[src/rtl/uart_pkg.sv]
// Shared UART definitions: receiver FSM states, frame constants and the
// baud divisor helper used by both the receiver and the transmitter.
package uart_pkg;

  localparam int DATA_BITS      = 8;
  localparam int OVERSAMPLE_DEF = 16;

  typedef enum logic [2:0] {
    IDLE,
    START,
    DATA,
    STOP,
    WAIT_IDLE
  } rx_state_e;

  // Write request from the receive FSM into the byte buffer.
  typedef struct packed {
    logic                 vld;
    logic [DATA_BITS-1:0] data;
  } rx_byte_t;

  // System clocks per oversample tick.
  function automatic int uart_div(input int clk_freq, input int baud, input int os);
    return clk_freq / (baud * os);
  endfunction

endpackage

[src/rtl/uart_rx_fifo.sv]
// Small power-of-two receive buffer; head byte is read straight from storage,
// a push into a full buffer is only accepted when a pop frees a slot that cycle.
module uart_rx_fifo import uart_pkg::*; #(
  parameter int DEPTH = 4
) (
  input  logic                 clk,
  input  logic                 rst,
  input  rx_byte_t             wr,
  input  logic                 pop,
  output logic [DATA_BITS-1:0] dout,
  output logic                 empty,
  output logic                 overrun
);

  localparam int            AW       = $clog2(DEPTH);
  localparam logic [AW:0]   CNT_FULL = (AW+1)'(DEPTH);

  logic [DEPTH-1:0][DATA_BITS-1:0] mem;
  logic [AW-1:0]                   wr_ptr, rd_ptr;
  logic [AW:0]                     count;
  logic                            full, pop_ok, push_ok;

  assign full    = (count == CNT_FULL);
  assign empty   = (count == '0);
  assign pop_ok  = pop && !empty;
  assign push_ok = wr.vld && (!full || pop_ok);
  assign dout    = empty ? '0 : mem[rd_ptr];

  always_ff @(posedge clk) begin
    if (rst) begin
      wr_ptr  <= '0;
      rd_ptr  <= '0;
      count   <= '0;
      overrun <= 1'b0;
    end else begin
      overrun <= wr.vld && full && !pop_ok;
      if (push_ok) wr_ptr <= wr_ptr + 1'b1;
      if (pop_ok)  rd_ptr <= rd_ptr + 1'b1;
      case ({push_ok, pop_ok})
        2'b10:   count <= count + 1'b1;
        2'b01:   count <= count - 1'b1;
        default: count <= count;
      endcase
    end
  end

  // Storage is not reset; dout is gated to zero while empty instead.
  always_ff @(posedge clk) begin
    if (push_ok) mem[wr_ptr] <= wr.data;
  end

endmodule

[src/rtl/uart_rx_os.sv]
// 8N1 UART receiver with 16x oversampling on a tick enable, mid-bit sampling,
// framing-error detection and a small output buffer with valid/ready drain.
module uart_rx_os import uart_pkg::*; #(
  parameter int CLK_FREQ   = 1600000,
  parameter int BAUD       = 10000,
  parameter int OVERSAMPLE = OVERSAMPLE_DEF,
  parameter int FIFO_DEPTH = 4
) (
  input  logic                 clk,
  input  logic                 rst,
  input  logic                 rx,
  output logic [DATA_BITS-1:0] dout,
  output logic                 dout_valid,
  input  logic                 dout_ready,
  output logic                 frame_err,
  output logic                 overrun,
  output logic                 busy
);

  localparam int             DIV      = uart_div(CLK_FREQ, BAUD, OVERSAMPLE);
  localparam int             DCW      = (DIV > 1) ? $clog2(DIV) : 1;
  localparam logic [DCW-1:0] DIV_LAST = DCW'(DIV - 1);
  localparam int             OSW      = $clog2(OVERSAMPLE);
  localparam logic [OSW-1:0] OS_LAST  = OSW'(OVERSAMPLE - 1);
  localparam logic [OSW-1:0] OS_MID   = OSW'(OVERSAMPLE / 2 - 1);
  localparam int             BCW      = $clog2(DATA_BITS);
  localparam logic [BCW-1:0] BIT_LAST = BCW'(DATA_BITS - 1);

  logic                 rx_meta, rxs;
  logic [DCW-1:0]       div_cnt;
  logic                 tick;
  rx_state_e            state, state_n;
  logic [OSW-1:0]       os_cnt, os_n;
  logic [BCW-1:0]       bit_cnt, bit_n;
  logic [DATA_BITS-1:0] shreg, sh_n;
  logic                 push, fe_set, fifo_empty;
  rx_byte_t             wr_req;

  // Synchroniser resets to the idle line level so reset never looks like a start bit.
  always_ff @(posedge clk) begin
    if (rst) begin
      rx_meta <= 1'b1;
      rxs     <= 1'b1;
    end else begin
      rx_meta <= rx;
      rxs     <= rx_meta;
    end
  end

  assign tick = (div_cnt == DIV_LAST);

  always_ff @(posedge clk) begin
    if (rst || tick) div_cnt <= '0;
    else             div_cnt <= div_cnt + 1'b1;
  end

  always_ff @(posedge clk) begin
    if (rst) begin
      state     <= IDLE;
      os_cnt    <= '0;
      bit_cnt   <= '0;
      shreg     <= '0;
      frame_err <= 1'b0;
    end else begin
      state     <= state_n;
      os_cnt    <= os_n;
      bit_cnt   <= bit_n;
      shreg     <= sh_n;
      frame_err <= fe_set;
    end
  end

  always_comb begin
    state_n = state;
    os_n    = os_cnt;
    bit_n   = bit_cnt;
    sh_n    = shreg;
    push    = 1'b0;
    fe_set  = 1'b0;
    if (tick) begin
      case (state)
        IDLE: begin
          if (!rxs) begin
            state_n = START;
            os_n    = '0;
          end
        end
        START: begin
          // Half a bit in: still low means a real start bit, else a glitch.
          if (os_cnt == OS_MID) begin
            os_n    = '0;
            bit_n   = '0;
            state_n = rxs ? IDLE : DATA;
          end else begin
            os_n = os_cnt + 1'b1;
          end
        end
        DATA: begin
          if (os_cnt == OS_LAST) begin
            sh_n  = {rxs, shreg[DATA_BITS-1:1]};
            os_n  = '0;
            bit_n = bit_cnt + 1'b1;
            if (bit_cnt == BIT_LAST) state_n = STOP;
          end else begin
            os_n = os_cnt + 1'b1;
          end
        end
        STOP: begin
          if (os_cnt == OS_LAST) begin
            os_n = '0;
            if (rxs) begin
              push    = 1'b1;
              state_n = IDLE;
            end else begin
              fe_set  = 1'b1;
              state_n = WAIT_IDLE;
            end
          end else begin
            os_n = os_cnt + 1'b1;
          end
        end
        WAIT_IDLE: begin
          if (rxs) state_n = IDLE;
        end
        default: state_n = IDLE;
      endcase
    end
  end

  assign busy        = (state != IDLE);
  assign wr_req.vld  = push;
  assign wr_req.data = shreg;
  assign dout_valid  = !fifo_empty;

  uart_rx_fifo #(
    .DEPTH (FIFO_DEPTH)
  ) u_fifo (
    .clk     (clk),
    .rst     (rst),
    .wr      (wr_req),
    .pop     (dout_ready),
    .dout    (dout),
    .empty   (fifo_empty),
    .overrun (overrun)
  );

endmodule

[config.mk]
export PLATFORM = sky130hd
export DESIGN_NAME = uart_rx_os
export DESIGN_NICKNAME = d
export VERILOG_FILES = /design/src/rtl/uart_pkg.sv /design/src/rtl/uart_rx_fifo.sv /design/src/rtl/uart_rx_os.sv
export SDC_FILE = /design/constraint.sdc
export NUM_CORES = 1
export LEC_CHECK = 0
export BUFFER_PORTS_ARGS = -buffer_cell sky130_fd_sc_hd__buf_2
export CAP_MARGIN = 40
export CORE_ASPECT_RATIO = 0.8
export CORE_UTILIZATION = 35
export CTS_CLUSTER_SIZE = 8
export DETAILED_ROUTE_END_ITERATION = 8
export GPL_TIMING_DRIVEN = 0
export PLACE_DENSITY = 0.62
export REMOVE_ABC_BUFFERS = 1
export SYNTH_ARGS = -nofsm -noshare
export SYNTH_HDL_FRONTEND = slang
export SYNTH_SLANG_ARGS = --single-unit
[constraint.sdc]
create_clock -name clk -period 3.76 [get_ports clk]
set_input_delay 0.564 -clock clk [delete_from_list [all_inputs] [get_ports clk]]
set_output_delay 0.564 -clock clk [all_outputs]
set_load 0.02 [all_outputs]
==> summary.md <==
| Metric | Value |
|---|---|
| Routed Antenna Nets | `0` |
| Grt ovf | `0` |
| Commonest non-fill, non-tap cell in the layout | `dfxtp_1` |
| Routed len/inst | `about 13 um` |
| Routed wire length | `between 4000 and 5000 um` |
| Cell Area, Synth | `between 0.002 and 0.003 sq mm` |
| Area added between synthesis and finish | `11.3%` |
| Outcome | `finished clean` |
| Die Y | `a little over 80 um` |
| Peak VDD IR | `0.143 mV` |
| Data arrival, critical path | `2830 ps` |
| Overall Power | `~0.0013 W` |
| Share of layout cells above drive strength 1 | `between 10% and 20%` |
| # port buffers | `15` |
| Number of global-route vias before repair | `about 1600` |
| Cell Chain, Critical Path | `ha_1 -> nand3_1 -> nor4_4 -> inv_1 -> ha_1 -> inv_1 -> fa_1 -> xor2_1 -> or3_1 -> a21oi_1` |
| Sink Count | `65` |
| Crit. End Element | `register` |
| Worst slew margin | `47.8%` |
| Nets | `roughly 260` |
| Initial antenna violation count | `0` |
| Final period util | `68.3%` |
| CP Buf/Inv Count | `2` |
| Slew Limit Fails | `0` |
| Crit path kind | `reg -> reg` |
| HP Class | `in -> reg` |
| CTS clk-pin slew, worst paths | `about 70 ps` |
| Power per cell area | `about 400 mW/mm^2` |
| RSZ-0062 raised after global routing | `no` |
| Tightest Pin Transition | `just under 800 ps` |
| Largest stage delay, worst path | `about 510 ps` |
| Synth area leader | `edfxtp_1` |
| CTS tree | `built` |
| Max Cap Viol | `0` |
| CTS resizes | `0` |
| Area of the multi-input gates | `0.00114 sq mm` |
| Initial Util | `a little over a third` |
| Worst-Skew Late Latency | `roughly 330 ps` |
| Die width | `103 um` |
| Slack of the critical path | `~1200 ps` |
| FILL cells | `770` |
| Drt first pass iters | `4` |
| Fmax | `just under 0.4 GHz` |
| Post-synthesis register bit count | `65` |
| Most frequent cells in the layout | `dfxtp_1, nor2_1, edfxtp_1` |
| Leakage | `between 1 and 1.5 nW` |
| Row count | `29` |
| I/O pins | `16` |
| Top cells by area, synth | `edfxtp_1, dfxtp_1, mux4_2, mux2i_1, ha_1` |
| Slowest cell on crit path | `nor4_4` |
| Sequential cell area | `roughly 0.0016 sq mm` |
| Final Hold Fails | `0` |
| Startpoint type of the worst setup path | `register` |
| Yosys top cell area share | `about a third` |
| Clk Tree Root Cell | `clkbuf_8` |
| Total negative slack | `0 ps` |
| First-pass GRT wire length | `between 7000 and 8000 um` |
| Hold_buf cts | `0` |
| Number of synthesized flops with an enable pin | `32` |
| Synth unique cells | `45` |
| Sw frac | `21.3%` |
| Net Switching | `about 0.00027 W` |
| Worst-path fanout max | `7` |
| Placeable Area | `slightly below 0.008 sq mm` |
| CP Data Required Time | `between 4000 and 5000 ps` |
| Internal power | `around 0.001 W` |
| Mean Syn Cell Area | `between 10 and 15 sq um` |
| Via/cell ratio | `4.70` |
| Fin crit period | `2570 ps` |
| Post-CTS Setup Bufs | `0` |
| Die area | `approximately 0.0085 sq mm` |
| Gr usage total | `a little under an eighth` |
| Ys Warns | `0` |
| CTS H-tree depth | `3` |
| Sequential element share of the synthesized area | `56.6%` |
| Mapped Cells | `227` |
| Drt drc | `0` |
| Post-synth top flop | `dfxtp_1` |
| Dpl hpwl | `approximately 3000 um` |
| Diodes inserted | `0` |
| Seq pwr share | `between 50% and 60%` |
| Crit path max-delay family | `simple AND/OR/NAND/NOR gates` |
| Dpl ws | `~870 ps` |
| Final setup vio count | `0` |
| Largest net degree at the start of global routing | `34` |
| Comb power frac | `~1.4%` |
| Clock power share | `between 40% and 50%` |
| Iter 0 DRT Violations | `~70` |
| Gp weighted congestion | `0.670` |
| Async SR Flop Fraction | `0%` |
| Final clock skew | `between 8 and 9 ps` |
| Clock Path Buffers | `2` |
| Vias | `approximately 1700` |
| TritonCTS Buffers | `9` |
-- logic make-up after synthesis --
logic type | share of synthesized area, %
AOI/OAI and AO/OA | 4.72
buffers and inverters | 3.54
muxes | 11.6
xor gates and xnor gates | 2.75
and+or+nand+nor | 15.7
adders and majority gates | 5.07
DFF | 56.6
-- final timing paths --
path         cells after the start              startpoint                           end  slack (ps)
max                             10  os_cnt[0]$_SDFFE_PP0P_  u_fifo.count[2]$_SDFFE_PP0P_        1190
max reg2reg                     10  os_cnt[0]$_SDFFE_PP0P_  u_fifo.count[2]$_SDFFE_PP0P_        1190
min                              2                      rx            rx_meta$_SDFF_PP1_         420
min reg2reg                      1      rx_meta$_SDFF_PP1_                rxs$_SDFF_PP1_         420
-- registers in the layout (all words and copies together), names as in the netlist --
name and cells:
rx_meta 1, u_fifo.mem 32, u_fifo.count 3, u_fifo.overrun 1, frame_err 1, state 3
bit_cnt 3, rxs 1, div_cnt 4, u_fifo.rd_ptr 2, os_cnt 4, u_fifo.wr_ptr 2
shreg 8
-- synth_stat cells (all sizes together) (2+ instances only) --
library cell   n
a21oi          6
and2          14
buf            7
clkbuf         4
dfxtp         33
edfxtp        32
ha            10
inv           11
mux2i         14
mux4           8
nand2          4
nand3          4
nand3b         2
nor2          32
nor3           5
nor4           2
o21ai          4
or2            3
or3            3
or3b           2
xnor2          5
xor2           4
-- layer usage --
layer,track usage [%],vias to the layer above,share of wire [%]
li1,-,835,-
met1,17.1,799,51
met2,16.7,27,42
met3,2.86,9,4.3
met4,6.15,0,2.3
met5,0,-,0
-- power groups by stage --
stage | Clock, W | Sequential [W] | Combinational (W)
final | 0.000511 | 0.000743 | 0.0000172
after global routing | 0.000551 | 0.000743 | 0.0000200
after global placement | 0 | 0.000759 | 0.0000173
after detailed placement | 0 | 0.000759 | 0.0000176
after CTS | 0.000521 | 0.000743 | 0.0000177
after floorplan | 0 | 0.000758 | 0.00000948
-- area by class of cell --
class / instances / share of cell area, %
repair buffers: 15 / 2.36
clock inverters: 5 / 1.02
clock buffers: 11 / 4.44
flip-flops and latches: 65 / 50.9
inverters: 11 / 1.30
well taps: 108 / 4.24
multi-input cells: 140 / 35.8
-- metrics by stage --
step / utilization (%) / std cells / hold slack, ps / cell area [sq um]
floorplan: - / 216 / 389 / 2800
global placement: 38.1 / 339 / 392 / 3010
detailed placement: 38.1 / 339 / 394 / 3010
CTS: 40.3 / 355 / 415 / 3190
global route: 40.3 / 355 / 432 / 3190
finish: 40.3 / 355 / 417 / 3190
Power figures use the tool's default switching activity.
